`src/rtl/ifu_fetch.sv`:
```
// Instruction fetch unit: one outstanding memory read, a single-entry output
// register toward decode, redirect squashing and misaligned-fetch faulting.
module ifu_fetch #(
   parameter logic [31:0] RESET_PC = 32'h8000_0000
) (
   input  logic        clk,
   input  logic        rst,
   output logic        imem_req_valid,
   input  logic        imem_req_ready,
   output logic [31:0] imem_req_addr,
   input  logic        imem_resp_valid,
   input  logic [31:0] imem_resp_data,
   input  logic        imem_resp_err,
   input  logic        redirect_valid,
   input  logic [31:0] redirect_pc,
   output logic        inst_valid,
   input  logic        inst_ready,
   output logic [31:0] inst,
   output logic [31:0] pc,
   output logic        fetch_fault
);

   // S_IDLE parks the unit after a faulting instruction until the next redirect.
   typedef enum logic [2:0] {S_REQ, S_WAIT, S_OUT, S_DROP, S_IDLE} state_t;

   state_t      state_reg;
   logic [31:0] fetch_pc_reg;
   logic [31:0] inst_reg;
   logic [31:0] pc_reg;
   logic        req_valid_reg;
   logic        inst_valid_reg;
   logic        fault_reg;

   logic [31:0] target_pc;
   logic        target_ok;
   logic        req_fire;

   always_comb begin
      target_pc = redirect_valid ? redirect_pc : fetch_pc_reg;
   end

   assign target_ok = (target_pc[1:0] == 2'b00);
   assign req_fire  = req_valid_reg && imem_req_ready;

   always_ff @(posedge clk) begin
      if (rst) begin
         state_reg      <= S_REQ;
         fetch_pc_reg   <= RESET_PC;
         req_valid_reg  <= 1'b0;
         inst_valid_reg <= 1'b0;
         fault_reg      <= 1'b0;
         inst_reg       <= 32'd0;
         pc_reg         <= 32'd0;
      end else begin
         fetch_pc_reg <= target_pc;
         case (state_reg)
            S_REQ: begin
               if (redirect_valid) begin
                  if (req_fire) begin
                     state_reg     <= S_DROP;
                     req_valid_reg <= 1'b0;
                  end else begin
                     req_valid_reg <= target_ok;
                  end
               end else if (req_valid_reg) begin
                  if (imem_req_ready) begin
                     state_reg     <= S_WAIT;
                     req_valid_reg <= 1'b0;
                  end
               end else if (fetch_pc_reg[1:0] != 2'b00) begin
                  // Misaligned target: present a fault without touching memory.
                  state_reg      <= S_OUT;
                  inst_valid_reg <= 1'b1;
                  inst_reg       <= 32'd0;
                  pc_reg         <= fetch_pc_reg;
                  fault_reg      <= 1'b1;
               end else begin
                  req_valid_reg <= 1'b1;
               end
            end
            S_WAIT: begin
               if (redirect_valid) begin
                  if (imem_resp_valid) begin
                     state_reg     <= S_REQ;
                     req_valid_reg <= target_ok;
                  end else begin
                     state_reg <= S_DROP;
                  end
               end else if (imem_resp_valid) begin
                  state_reg      <= S_OUT;
                  inst_valid_reg <= 1'b1;
                  inst_reg       <= imem_resp_data;
                  pc_reg         <= fetch_pc_reg;
                  fault_reg      <= imem_resp_err;
               end
            end
            S_OUT: begin
               if (redirect_valid) begin
                  state_reg      <= S_REQ;
                  req_valid_reg  <= target_ok;
                  inst_valid_reg <= 1'b0;
                  fault_reg      <= 1'b0;
               end else if (inst_ready) begin
                  inst_valid_reg <= 1'b0;
                  fault_reg      <= 1'b0;
                  if (fault_reg) begin
                     state_reg <= S_IDLE;
                  end else begin
                     state_reg     <= S_REQ;
                     fetch_pc_reg  <= fetch_pc_reg + 32'd4;
                     req_valid_reg <= 1'b1;
                  end
               end
            end
            S_DROP: begin
               // The response still owed to a squashed request is swallowed here.
               if (imem_resp_valid) begin
                  state_reg     <= S_REQ;
                  req_valid_reg <= target_ok;
               end
            end
            S_IDLE: begin
               if (redirect_valid) begin
                  state_reg     <= S_REQ;
                  req_valid_reg <= target_ok;
               end
            end
            default: begin
               state_reg     <= S_REQ;
               req_valid_reg <= 1'b0;
            end
         endcase
      end
   end

   assign imem_req_valid = req_valid_reg;
   assign imem_req_addr  = fetch_pc_reg;
   assign inst_valid     = inst_valid_reg;
   assign inst           = inst_reg;
   assign pc             = pc_reg;
   assign fetch_fault    = fault_reg;

endmodule
```
`config.mk`:
```
export PLATFORM = sky130hd
export DESIGN_NAME = ifu_fetch
export DESIGN_NICKNAME = d
export VERILOG_FILES = /design/src/rtl/ifu_fetch.sv
export SDC_FILE = /design/constraint.sdc
export NUM_CORES = 1
export LEC_CHECK = 0
export ABC_AREA = 1
export BUFFER_PORTS_ARGS = -buffer_cell sky130_fd_sc_hd__buf_2
export CORE_ASPECT_RATIO = 2
export CORE_MARGIN = 2
export CORE_UTILIZATION = 55
export CTS_CLUSTER_SIZE = 25
export DETAILED_ROUTE_END_ITERATION = 10
export GPL_TIMING_DRIVEN = 0
export PLACE_DENSITY = 0.91
export SYNTH_ARGS = -nofsm -noshare
export SYNTH_HDL_FRONTEND = slang
export SYNTH_SLANG_ARGS = --single-unit
```
`constraint.sdc`:
```
create_clock -name clk -period 2.4 [get_ports clk]
set_input_delay 0 -clock clk [delete_from_list [all_inputs] [get_ports clk]]
set_output_delay 0 -clock clk [all_outputs]
set_load 0.005 [all_outputs]
```
### Yosys cells after proc, flatten, opt, wreduce, memory -nomap -nowiden

Cells that the tools add are included.

* bits in registers: 102
* logic and storage cells: 90
* output and inout port bits: 99
* input port bits: 71

* equality and inequality tests: 18
* add/subtract/negate cells: 1
* reductions and logical operators: 10
* mux-type cells: 54

Operators with widths (number)
* two-way mux 32 bit: 15
* case mux 32 bit (2 select lines): 2
* two-way mux 3 bit: 12
* adder 32 x 3 -> 32 bit (second input constant): 1
* two-way mux 1 bit: 20
* inequality test 2 bit (second input constant): 8
* case mux 3 bit (5 select lines): 1
* AND reduction 7 bit: 2
* inequality test 3 bit (second input constant): 4
* inequality test 4 bit (second input constant): 2
* == test 3 x 2 -> 1 bit (second input constant): 2
* case mux 1 bit (3 select lines): 2
* AND reduction 6 bit: 1
* case mux 1 bit (5 select lines): 1
* AND reduction 4 bit: 1
* nonzero test 2 bit: 2
* == test 3 x 1 -> 1 bit (second input constant): 1
* == test 3 bit (second input constant): 1
* zero test 3 bit: 1
* nonzero test 3 bit: 1
* zero test 2 bit: 1
* two-way mux 2 bit: 1
* logical AND 1 bit: 1

### Longest topological paths before layout

Gate-level depths: netlist (run 1).

* depth after elaboration: 5
* depth in mapped cells: 11
* gate-level depth less buffers: 11

### Least setup slack after synthesis (run 1)

No wires, ideal clock.

* kind: reg-to-reg
* start point: register fetch_pc_reg[2], in the netlist imem_req_addr[2]
* end point: register fetch_pc_reg[16], in the netlist imem_req_addr[16]
* data arrival time: 1.535 ns
* setup slack: 0.748 ns
* stages on the path, launching flop included: 9
* path buffers: 0
* library setup time: 0.117 ns
* required time: 2.283 ns
* period minus slack after synthesis: 1.652 ns
* cell sequence: dfxtp_1 ha_1 nand2_1 nor2_1 nand3_1 nor3_1 a21oi_1 nor2_1 nor2_1

* cells in the longest elaborated chain, start to end: 5

Ends and longest elaborated chain
* start: declaration: RTL line 27 `logic [31:0] fetch_pc_reg;`
* start signal: assignment: RTL line 55 `fetch_pc_reg <= target_pc;`
* start signal: assignment: RTL line 110 `fetch_pc_reg <= fetch_pc_reg + 32'd4;`
* adder 32 x 3 -> 32 bit: RTL line 110
* two-way mux 32 bit: RTL line 106 `if (fault_reg) begin`
* two-way mux 32 bit: RTL line 103 `end else if (inst_ready) begin`
* two-way mux 32 bit: RTL line 98 `if (redirect_valid) begin`
* two-way mux 32 bit: RTL line 56 `case (state_reg)`

No other way between the ends.
A chain may end at the register's enable or synchronous reset.

### Final worst setup path (run 1)

* start point: register fetch_pc_reg[2], in the netlist imem_req_addr[2]
* end point: register fetch_pc_reg[24], in the netlist imem_req_addr[24]

Same word-level chain as after synthesis.

==> results of run 1 <==
[final cells by class]
class / count / area [sq um]
fillers: 692 / 2106
clock buffers: 9 / 225.2
inverters: 58 / 220.2
multi-input cells: 608 / 2635
well taps: 102 / 127.6
flip-flops and latches: 102 / 2042
plain buffers: 38 / 193.9
repair buffers: 220 / 1366
clock inverters: 7 / 96.34
[tightest hold or removal path, delay by kind of cell]
family	cells	cell delay (ps)
compound gates	1	70
simple gates	3	160
buf+inv	1	80
[kinds of logic after synthesis]
logic type / synth area share [%]
compound gates: 10.57
fa+ha+maj: 0.2457
simple gates: 39.91
buf+inv: 8.135
xor+xnor: 1.032
flops: 40.11
[power groups by stage]
stage / clock network (mW) / registers, mW / logic (mW)
2_1_floorplan: 0 / 2.61 / 1.90
3_3_place_gp: 0 / 2.59 / 2.93
3_5_place_dp: 0 / 2.61 / 3.00
4_1_cts: 1.60 / 2.57 / 3.08
5_1_grt: 1.68 / 2.65 / 3.57
6_report: 1.60 / 2.60 / 3.21
[stage by stage]
stage	std cells	power (mW)	util (%)	hold WS, ps	setup WS, ps
2_1_floorplan	806	4.516	-	149.0	748.0
3_3_place_gp	1075	5.522	67.18	256.9	346.2
3_5_place_dp	1075	5.607	67.18	263.4	358.4
4_1_cts	1144	7.251	76.63	4.382	327.3
5_1_grt	1144	7.895	76.63	26.75	55.55
6_report	1144	7.410	76.63	8.584	291.0
[final timing paths]
| kind | from | end | slack (ps) |
|---|---|---|---|
| hold / removal | redirect_pc[22] | imem_req_addr[22] | 9 |
| setup / recovery | imem_req_addr[2] | imem_req_addr[24] | 290 |
| setup reg to reg | imem_req_addr[2] | imem_req_addr[24] | 290 |
| hold reg to reg | inst_valid | inst_valid | 460 |
[metal layers]
metal,part of all wire (%),wire [microns]
met1,34,6190
met4,6.3,1173
met3,6.7,1243
met2,53,9869
met5,0,0
[layout by cell type (no fill, tap or decap), types with 2 or more instances in the layout]
master | Yosys | layout
dfxtp_1 | 102 | 102
clkinv_2 | 0 | 2
a21oi_1 | 32 | 32
o221ai_1 | 5 | 5
bufinv_16 | 0 | 2
inv_1 | 52 | 52
o22ai_1 | 3 | 3
buf_6 | 4 | 4
buf_2 | 8 | 175
inv_6 | 0 | 2
dlygate4sd3_1 | 0 | 53
nand3b_1 | 3 | 3
nand2_1 | 216 | 216
nor3_1 | 7 | 7
nand3_1 | 50 | 50
clkbuf_16 | 0 | 9
inv_2 | 4 | 4
nor2_1 | 206 | 206
xor2_1 | 3 | 3
a211oi_1 | 3 | 3
xnor2_1 | 3 | 3
buf_1 | 3 | 3
clkbuf_1 | 22 | 22
o21ai_0 | 54 | 54
nand4_1 | 12 | 12
[timing repair]
action                                 4_1_cts  5_1_grt
setup endpoints to repair                    0        0
endpoints found under the hold margin       53        0
hold buffers                                53        0
==> flow_summary.rst, run 1 <==
.. list-table::
   :header-rows: 1

   * - Metric
     - Value
   * - Layout overhead on the synthesized area
     - 35.66%
   * - Leakage power of the design
     - 3.334 nW
   * - CTS tree
     - built
   * - Setup Fix Bufs, Post-CTS
     - 0
   * - Unrepaired setup endpoints after global routing
     - no
   * - Remaining routing DRC violations
     - 0
   * - Met3 track utilization from global routing
     - 5.324%
   * - Overall via count from detail_route
     - 6369
   * - Sw power
     - 3.032 mW
   * - Required time reported for the critical path endpoint
     - 2690 ps
   * - Max-Cap Viols
     - 0
   * - Area of the core
     - 9012 sq um
   * - Sw frac
     - 40.92%
   * - Leading post-synthesis cells by instance count
     - nand2_1 (216), nor2_1 (206), dfxtp_1 (102)
   * - Maximum number of pins on one net before global-route repair
     - 18
   * - Fin crit period
     - 2109 ps
   * - Async SR Flop Fraction
     - 0%
   * - DRT Wirelength
     - 18.48 mm
   * - Starting density of the core
     - 56.49%
   * - Worst-path maximum fanout
     - 6
   * - Max-slew violation total from the final report
     - 0
   * - Top cell type's share of synthesized area
     - 40.11%
   * - Fin. Hold Viols
     - 0
   * - Startpoint type of the worst setup path
     - flop
   * - Grt met2 use
     - 67.20%
   * - I/O pins
     - 170
   * - Part of the total power dissipated in sequential elements
     - 35.1%
   * - Synthesized netlist cell count
     - 806
   * - Number of global-route vias before repair
     - 6239
   * - Most used cell, CP
     - nor2_1
   * - Die extent in y
     - 140.1 microns
   * - Sum Neg Setup Slack
     - 0 ps
   * - Actual slew at the worst max-slew pin
     - 691.5 ps
   * - Synth area leaders
     - dfxtp_1 (40%), nand2_1 (16%), nor2_1 (15%), o21ai_0 (5.3%), nand3_1 (4.9%)
   * - Class of the tightest hold or removal check
     - in2reg
   * - Maximum clock path buffer count
     - 2
   * - Yosys top cell by area
     - dfxtp_1
   * - Register bit total from synthesis
     - 102
   * - Number of antenna violations at the first check in global routing
     - 0
   * - Outcome
     - finished, final reports clean
   * - Reg2reg path depth
     - 9
   * - Avg Cell Area, Syn
     - 6.317 sq um
   * - Area of the die
     - 10090 sq um
   * - Post-detailed-route wirelength per cell
     - 16.15 microns
   * - Global-route wire length before repair
     - 28.81 mm
   * - GRT Total Usage
     - 36.38%
   * - Final worst clock skew
     - 5.897 ps
   * - Remaining global-route overflow
     - 0
   * - FP Rows
     - 49
   * - Sum of net half-perimeters after detailed placement
     - 12.41 mm
   * - DRT antenna net count
     - 0
   * - Number of buffers added on ports
     - 167
   * - Worst-path cell chain
     - ha_1 > nand2_1 > nor2_1 > nand3_1 > nor3_1 > nand3_1 > nand2_1 > nor2_1 > nor2_1
   * - Maximum level of the CTS H-tree
     - 3
   * - Fraction of final layout cells with drive strength greater than 1
     - 19.96%
   * - Number of cells on the critical path
     - 9
   * - First-pass detailed-route iteration total
     - 6
   * - Unique masters post-synth
     - 34
   * - Cell area after synthesis
     - 5091 sq um
   * - CP Data Arrival Time
     - 2390 ps
   * - Number of clock sinks
     - 102
   * - Number of enable flip-flop cells after synthesis
     - 0
   * - Grt met1 use
     - 34.85%
   * - Final Cell Area
     - 6907 sq um
   * - Critical path capture point type
     - flop
   * - Combinational power share
     - 43.3%
   * - Final period util
     - 87.87%
   * - Power density relative to cell area
     - 1073 nW/um^2
   * - Count of antenna diodes in the layout
     - 0
   * - Post-place instance area
     - 6055 sq um
   * - Fmax
     - 474.2 MHz
   * - TritonCTS buffer count
     - 9
   * - Clock Power Share
     - 21.6%
   * - Number of resized instances in the post-cts repair step
     - 0
   * - Min-Delay Path Depth
     - 5
   * - Slowest library cell on the worst path
     - nor3_1
   * - CP peak stage delay
     - 480 ps
   * - Routability-driven placement congestion ratio
     - 1.019
   * - Share of the yosys chip area belonging to registers
     - 40.11%
   * - Dominant synthesized flop cell
     - dfxtp_1
   * - Horizontal extent of the die
     - 72.03 microns
   * - Delay-heaviest family, CP
     - simple AND/OR/NAND/NOR gates
   * - Worst relative slew slack
     - 53.90%
   * - Internal power component
     - 4.378 mW
   * - Synthesized net count
     - 878
   * - Final setup violating endpoints
     - 0
   * - Master cell of the clock root buffer
     - clkbuf_16
   * - Average via count per standard cell
     - 5.567
   * - Worst Path Class, Setup
     - reg2reg
   * - Routing layer with the top usage in global route
     - met2
   * - Violation count after the first detailed-route iteration
     - 425
   * - Most frequent cell after synthesis
     - nand2_1
   * - Clock latency on the worst-skew pair
     - 350 ps
   * - Critical path buffers and inverters
     - 0
   * - YS warnings
     - 0
   * - Nets
     - 1109
   * - Clock-pin slew of the registers on the worst-case setup and hold paths
     - 70 ps
   * - Largest vdd supply drop
     - 0.0006209 V
Note: power is estimated with default switching activity, not from simulation.
==> run 2: changes to the inputs <==
--- a/config.mk
+++ b/config.mk
@@ -13,7 +13,8 @@
 export CTS_CLUSTER_SIZE = 25
 export DETAILED_ROUTE_END_ITERATION = 10
 export GPL_TIMING_DRIVEN = 0
-export PLACE_DENSITY = 0.91
+export PLACE_DENSITY = 0.84
+export REMOVE_ABC_BUFFERS = 1
 export SYNTH_ARGS = -nofsm -noshare
 export SYNTH_HDL_FRONTEND = slang
 export SYNTH_SLANG_ARGS = --single-unit
==> flow_summary.rst, run 2 (synthesis results as in run 1) <==
.. list-table::
   :header-rows: 1

   * - Metric
     - Value
   * - Outcome
     - finished, final reports clean (unchanged)
   * - Post-detailed-route wirelength per cell
     - 13.66 microns (was 16.15 microns)
   * - Routability-driven placement congestion ratio
     - 0.9014 (was 1.019)
   * - Maximum level of the CTS H-tree
     - 3 (unchanged)
   * - Area of the multi-input gates
     - 2638 sq um (was 2635 sq um)
   * - Leading cell type in the layout, fill and taps excluded
     - nand2_1 (unchanged)
   * - CTS tree
     - built (unchanged)
   * - Critical path buffers and inverters
     - 1 (was 0)
   * - Reg2reg path depth
     - 7 (was 9)
   * - TritonCTS buffer count
     - 9 (unchanged)
   * - First-pass detailed-route iteration total
     - 6 (unchanged)
   * - Critical path capture point type
     - flop (unchanged)
   * - Actual slew at the worst max-slew pin
     - 1226 ps (was 691.5 ps)
   * - Die extent in y
     - 140.1 microns (unchanged)
   * - Setup Fix Bufs, Post-CTS
     - 0 (unchanged)
   * - Filler cell count
     - 745 (was 692)
   * - Global-route wire length before repair
     - 24.06 mm (was 28.81 mm)
   * - Sum of net half-perimeters after detailed placement
     - 9.767 mm (was 12.41 mm)
   * - Number of global-route vias before repair
     - 5371 (was 6239)
   * - Startpoint type of the worst setup path
     - flop (unchanged)
   * - Sum Neg Setup Slack
     - 0 ps (unchanged)
   * - Worst setup path end
     - imem_req_addr[7] (was imem_req_addr[24])
   * - Master cell of the clock root buffer
     - clkbuf_16 (unchanged)
   * - Unrepaired setup endpoints after global routing
     - no (unchanged)
   * - Violation count after the first detailed-route iteration
     - 273 (was 425)
   * - CP Data Arrival Time
     - 2500 ps (was 2390 ps)
   * - I/O pins
     - 170 (unchanged)
   * - Starting density of the core
     - 56.49% (unchanged)
   * - Clock-pin slew of the registers on the worst-case setup and hold paths
     - 70 ps (about the same)
   * - GRT Total Usage
     - 29.86% (was 36.38%)
   * - Max-Cap Viols
     - 0 (unchanged)
   * - Final period util
     - 95.13% (was 87.87%)
   * - Most used cell, CP
     - nand2_1 (was nor2_1)
   * - Final setup violating endpoints
     - 0 (unchanged)
   * - Power density relative to cell area
     - 1010 nW/um^2 (was 1073 nW/um^2)
   * - DRT antenna net count
     - 0 (unchanged)
   * - Area of the core
     - 9012 sq um (unchanged)
   * - Fin. Hold Viols
     - 0 (unchanged)
   * - CP peak stage delay
     - 440 ps (was 480 ps)
   * - Number of cells on the critical path
     - 7 (was 9)
   * - Nets
     - 1076 (was 1109)
   * - Largest vdd supply drop
     - 0.0005941 V (was 0.0006209 V)
   * - Layout overhead on the synthesized area
     - 32.24% (was 35.66%)
   * - Register-to-register setup slack
     - 120 ps (was 290 ps)
   * - Capturing point of the worst reg2reg path
     - imem_req_addr[7] (was imem_req_addr[24])
   * - Number of antenna violations at the first check in global routing
     - 1 (was 0)
   * - Post-place instance area
     - 5891 sq um (was 6055 sq um)
   * - Remaining routing DRC violations
     - 0 (unchanged)
   * - Start of the worst register-to-register path
     - state_reg[0] (was imem_req_addr[2])
   * - Slowest library cell on the worst path
     - dfxtp_1 (was nor3_1)
   * - Number of instances in the placed design
     - 1040 (was 1075)
   * - Worst-path cell chain
     - nor2_4 > nand2_2 > clkinv_2 > nand2_1 > nand2_1 > o221ai_1 > a21oi_1 (was ha_1 > nand2_1 > nor2_1 > nand3_1 > nor3_1 > nand3_1 > nand2_1 > nor2_1 > nor2_1)
   * - Clock latency on the worst-skew pair
     - 340 ps (was 350 ps)
   * - Max-slew violation total from the final report
     - 0 (unchanged)
   * - Number of buffers added on ports
     - 169 (was 167)
   * - Final worst clock skew
     - 10.40 ps (was 5.897 ps)
   * - Overall via count from detail_route
     - 5808 (was 6369)
   * - Worst-path maximum fanout
     - 17 (was 6)
   * - Fmax
     - 438.0 MHz (was 474.2 MHz)
   * - Remaining global-route overflow
     - 0 (unchanged)
   * - Final cell utilization of the core
     - 74.71% (was 76.63%)
   * - Fraction of final layout cells with drive strength greater than 1
     - 19.82% (was 19.96%)
   * - Register area
     - 2042 sq um (unchanged)
   * - Worst Path Class, Setup
     - reg2reg (unchanged)
   * - Class of the tightest hold or removal check
     - in2reg (unchanged)
   * - Horizontal extent of the die
     - 72.03 microns (unchanged)
   * - Leakage power of the design
     - 3.229 nW (was 3.334 nW)
   * - FP Rows
     - 49 (unchanged)
   * - Most frequent cells in the layout
     - nand2_1 (215), nor2_1 (206), buf_2 (169), dfxtp_1 (102), dlygate4sd3_1 (55) (was nand2_1 (216), nor2_1 (206), buf_2 (175), dfxtp_1 (102), o21ai_0 (54))
   * - Final cell count without fillers
     - 1112 (was 1144)
   * - Number of clock sinks
     - 102 (unchanged)
   * - Delay-heaviest family, CP
     - simple AND/OR/NAND/NOR gates (unchanged)
   * - Final Cell Area
     - 6733 sq um (was 6907 sq um)
   * - DRT Wirelength
     - 15.19 mm (was 18.48 mm)
   * - Maximum number of pins on one net before global-route repair
     - 97 (was 18)
   * - Area of the die
     - 10090 sq um (unchanged)
   * - Worst relative slew slack
     - 18.18% (was 53.90%)
   * - Average via count per standard cell
     - 5.223 (was 5.567)
   * - Maximum clock path buffer count
     - 2 (unchanged)
   * - Critical Path Source
     - state_reg[0] (was imem_req_addr[2])
   * - Fin crit period
     - 2283 ps (was 2109 ps)
   * - Required time reported for the critical path endpoint
     - 2610 ps (was 2690 ps)
==> run 2: changes by cell type in the layout (fill, tap and decap cells not counted), moves of 2 or more <==
cell / previous run / this run
clkbuf_1: 22 / 1
buf_6: 4 / 0
buf_2: 175 / 169
clkinvlp_4: 0 / 3
buf_1: 3 / 0
bufinv_16: 2 / 0
dlygate4sd3_1: 53 / 55
==> run 2: final cells by class <==
type / instances / share of cell area [%]
Multi-Input combinational cell: 608 / 39.17
Sequential cell: 102 / 30.33
Timing Repair Buffer: 225 / 21.04
Clock buffer: 11 / 3.605
Inverter: 58 / 3.419
Tap cell: 102 / 1.896
Clock inverter: 5 / 0.5018
Antenna cell: 1 / 0.03717
==> run 2: worst reg2reg max path: stages (launching register included) <==
cell	delay [ps]
dfxtp_1	440
nor2_4	90
nand2_2	300
clkinv_2	340
nand2_1	300
nand2_1	240
o221ai_1	370
a21oi_1	80
==> run 2: repair_timing <==
item                                    4_1_cts  5_1_grt
gates resized for setup                       1        4
endpoints found under the setup margin       18       38
hold endpoints to repair                     55        0
hold buffers                                 55        0
cloned                                        0        0
==> run 2: worst min path at each step <==
| stage | start | end | cells after the start |
|---|---|---|---|
| floorplan | rst | fetch_fault | 1 |
| global placement | redirect_pc[14] | imem_req_addr[14] | 3 |
| detailed placement | redirect_pc[14] | imem_req_addr[14] | 3 |
| CTS | redirect_pc[30] | imem_req_addr[30] | 5 |
| global route | redirect_pc[2] | imem_req_addr[2] | 3 |
| finish | redirect_pc[30] | imem_req_addr[30] | 5 |
==> run 2: metal layers <==
metal	vias up	share of wire (%)	global-route usage [%]	wire, microns
met5	-	0	0	0
met4	0	4.4	17.97	668
met3	57	5.5	3.813	831
met2	225	53	53.70	8028
met1	2572	37	32.10	5663
li1	2954	-	-	-
==> run 2: power breakdown <==
group,leakage (nW),switching (mW),total [mW],internal [mW]
Combinational,2.26,1.76,2.86,1.11
Clock,0.132,0.634,1.37,0.733
Sequential,0.840,0.355,2.57,2.22
Total,3.23,2.75,6.80,4.05
==> run 2: through the flow <==
stage | hold WS [ps] | setup slack (ps) | power [mW]
6_report | 1.066 | 117.0 | 6.802
5_1_grt | 27.84 | 0.05018 | 7.342
4_1_cts | 2.838 | 13.02 | 6.782
3_5_place_dp | 256.9 | -31.43 | 5.355
3_3_place_gp | 256.6 | -414.2 | 5.286
2_1_floorplan | 69.07 | 512.3 | 4.325
==> run 3: changes to the inputs <==
--- a/config.mk
+++ b/config.mk
@@ -7,6 +7,7 @@
 export LEC_CHECK = 0
 export ABC_AREA = 1
 export BUFFER_PORTS_ARGS = -buffer_cell sky130_fd_sc_hd__buf_2
+export CAP_MARGIN = 20
 export CORE_ASPECT_RATIO = 2
 export CORE_MARGIN = 2
 export CORE_UTILIZATION = 55
@@ -14,7 +15,6 @@
 export DETAILED_ROUTE_END_ITERATION = 10
 export GPL_TIMING_DRIVEN = 0
 export PLACE_DENSITY = 0.84
-export REMOVE_ABC_BUFFERS = 1
 export SYNTH_ARGS = -nofsm -noshare
 export SYNTH_HDL_FRONTEND = slang
 export SYNTH_SLANG_ARGS = --single-unit
==> flow_summary.rst, run 3 (synthesis results as in run 1) <==
.. list-table::
   :header-rows: 1

   * - Metric
     - Value
   * - Fin. Hold Viols
     - 1 (was 0)
   * - Unrepaired setup endpoints after global routing
     - no (unchanged)
   * - Reg2reg path depth
     - 8 (was 7)
   * - Min-Delay Path Depth
     - 5 (unchanged)
   * - Violations in the final reports
     - hold timing
   * - Number of clock sinks
     - 102 (unchanged)
   * - Fmax
     - 470.8 MHz (was 438.0 MHz)
   * - Max-Cap Viols
     - 0 (unchanged)
   * - CTS tree
     - built (unchanged)
   * - Worst Path Class, Setup
     - reg2reg (unchanged)
   * - Number of resized instances in the post-cts repair step
     - 0 (was 1)
   * - Average via count per standard cell
     - 5.373 (was 5.223)
   * - Violation count after the first detailed-route iteration
     - 437 (was 273)
   * - Worst-path maximum fanout
     - 6 (was 17)
   * - Number of global-route vias before repair
     - 5744 (was 5371)
   * - Start of the worst register-to-register path
     - imem_req_addr[2] (was state_reg[0])
   * - Area of the die
     - 10090 sq um (unchanged)
   * - Clock latency on the worst-skew pair
     - 350 ps (was 340 ps)
   * - Nets
     - 1111 (was 1076)
   * - Worst-case hold slack
     - -4.633 ps (was 1.066 ps)
   * - Fin crit period
     - 2124 ps (was 2283 ps)
   * - Clock-pin slew of the registers on the worst-case setup and hold paths
     - 70 ps (about the same)
   * - Leading cell type in the layout, fill and taps excluded
     - nand2_1 (unchanged)
   * - Layout overhead on the synthesized area
     - 35.78% (was 32.24%)
   * - Final worst clock skew
     - 10.44 ps (was 10.40 ps)
   * - GRT Total Usage
     - 34.08% (was 29.86%)
   * - Startpoint type of the worst setup path
     - flop (unchanged)
   * - Maximum level of the CTS H-tree
     - 3 (unchanged)
   * - Min-delay src
     - redirect_pc[24] (was redirect_pc[30])
   * - Required time reported for the critical path endpoint
     - 2630 ps (was 2610 ps)
   * - Sum of net half-perimeters after detailed placement
     - 12.33 mm (was 9.767 mm)
   * - Final setup violating endpoints
     - 0 (unchanged)
   * - Overall via count from detail_route
     - 6163 (was 5808)
   * - Class of the tightest hold or removal check
     - in2reg (unchanged)
   * - Sum Neg Setup Slack
     - 0 ps (unchanged)
   * - Fraction of final layout cells with drive strength greater than 1
     - 19.92% (was 19.82%)
   * - Filler cell count
     - 731 (was 745)
   * - TritonCTS buffer count
     - 9 (unchanged)
   * - Leakage power of the design
     - 3.325 nW (was 3.229 nW)
   * - Critical Path Source
     - imem_req_addr[2] (was state_reg[0])
   * - Outcome
     - finished, violations left (was finished, final reports clean)
   * - Max-slew violation total from the final report
     - 0 (unchanged)
   * - Area of the core
     - 9012 sq um (unchanged)
   * - Worst setup slack after layout
     - 276.0 ps (was 117.0 ps)
   * - Number of buffers added on ports
     - 167 (was 169)
   * - Register-to-register setup slack
     - 280 ps (was 120 ps)
   * - Worst slack, placed
     - 324.0 ps (was -31.43 ps)
   * - Global-route wire length before repair
     - 27.26 mm (was 24.06 mm)
   * - Post-detailed-route wirelength per cell
     - 15.12 microns (was 13.66 microns)
   * - Critical path capture point type
     - flop (unchanged)
   * - Worst relative slew slack
     - 53.75% (was 18.18%)
   * - I/O pins
     - 170 (unchanged)
   * - Starting density of the core
     - 56.49% (unchanged)
   * - FP Rows
     - 49 (unchanged)
   * - Maximum number of pins on one net before global-route repair
     - 19 (was 97)
   * - CP Data Arrival Time
     - 2350 ps (was 2500 ps)
   * - Horizontal extent of the die
     - 72.03 microns (unchanged)
   * - Routability-driven placement congestion ratio
     - 0.9683 (was 0.9014)
   * - Setup Fix Bufs, Post-CTS
     - 0 (unchanged)
   * - Remaining routing DRC violations
     - 0 (unchanged)
   * - Number of antenna violations at the first check in global routing
     - 1 (unchanged)
   * - Remaining global-route overflow
     - 0 (unchanged)
   * - Actual slew at the worst max-slew pin
     - 693.8 ps (was 1226 ps)
   * - Master cell of the clock root buffer
     - clkbuf_16 (unchanged)
   * - Largest vdd supply drop
     - 0.0006282 V (was 0.0005941 V)
   * - Power consumption
     - 7.209 mW (was 6.802 mW)
   * - Maximum clock path buffer count
     - 2 (unchanged)
   * - Die extent in y
     - 140.1 microns (unchanged)
   * - Power density relative to cell area
     - 1043 nW/um^2 (was 1010 nW/um^2)
   * - Most frequent cells in the layout
     - nand2_1 (216), nor2_1 (206), buf_2 (175), dfxtp_1 (102), dlygate4sd3_1 (55) (was nand2_1 (215), nor2_1 (206), buf_2 (169), dfxtp_1 (102), dlygate4sd3_1 (55))
   * - Worst setup path end
     - imem_req_addr[18] (was imem_req_addr[7])
   * - Capturing point of the worst reg2reg path
     - imem_req_addr[18] (was imem_req_addr[7])
   * - DRT antenna net count
     - 0 (unchanged)
   * - Final period util
     - 88.50% (was 95.13%)
   * - First-pass detailed-route iteration total
     - 5 (was 6)
   * - DRT Wirelength
     - 17.34 mm (was 15.19 mm)
[run 3: timing repair]
| action | CTS | global route |
|---|---|---|
| endpoints found under the hold margin | 55 | 0 |
| endpoints found under the setup margin | 0 | 0 |
| hold buffers | 55 | 0 |
[run 3: how the worst min path moves through the flow]
stage / slack (ps) / to
floorplan: 150 / imem_req_addr[12]
global placement: 260 / imem_req_addr[14]
detailed placement: 260 / imem_req_addr[14]
CTS: 3 / imem_req_addr[22]
finish: -5 / imem_req_addr[24]
global route: 30 / imem_req_addr[7]
[run 3: critical path, stage by stage (launching register included)]
cell	delay [ps]
dfxtp_1	430
ha_1	200
nand2_1	70
nor2_1	310
nand3_1	240
nor2_1	410
nand2_1	120
xor2_1	150
a21oi_1	70
[run 3: layer usage]
layer  wire length, microns  vias up  GRT usage, %
li1                       -     3029             -
met1                   6149     2798         34.66
met2                   9315      277         64.23
met3                   1076       59         4.964
met4                    801        0         17.97
met5                      0        -             0
[run 3: layout make-up]
| type | instances | area [sq um] | area share (%) |
|---|---|---|---|
| Antenna cell | 1 | 2.502 | 0.03620 |
| Buffer | 38 | 193.9 | 2.805 |
| Clock buffer | 9 | 225.2 | 3.258 |
| Clock inverter | 7 | 80.08 | 1.158 |
| Inverter | 58 | 220.2 | 3.186 |
| Multi-Input combinational cell | 608 | 2635 | 38.12 |
| Sequential cell | 102 | 2042 | 29.54 |
| Tap cell | 102 | 127.6 | 1.846 |
| Timing Repair Buffer | 222 | 1386 | 20.05 |
[run 3: power breakdown]
group / internal [mW] / switching (mW) / total, mW / leakage (nW)
clock network: 0.820 / 0.685 / 1.50 / 0.143
registers: 2.22 / 0.368 / 2.58 / 0.840
logic: 1.24 / 1.88 / 3.12 / 2.34
[run 3: metrics by stage]
step	util [%]	instances	instance area, sq um
after floorplan	-	806	5091
after global placement	67.18	1075	6055
after detailed placement	67.18	1075	6055
after CTS	76.68	1146	6910
final	76.70	1147	6913
after global routing	76.70	1147	6913
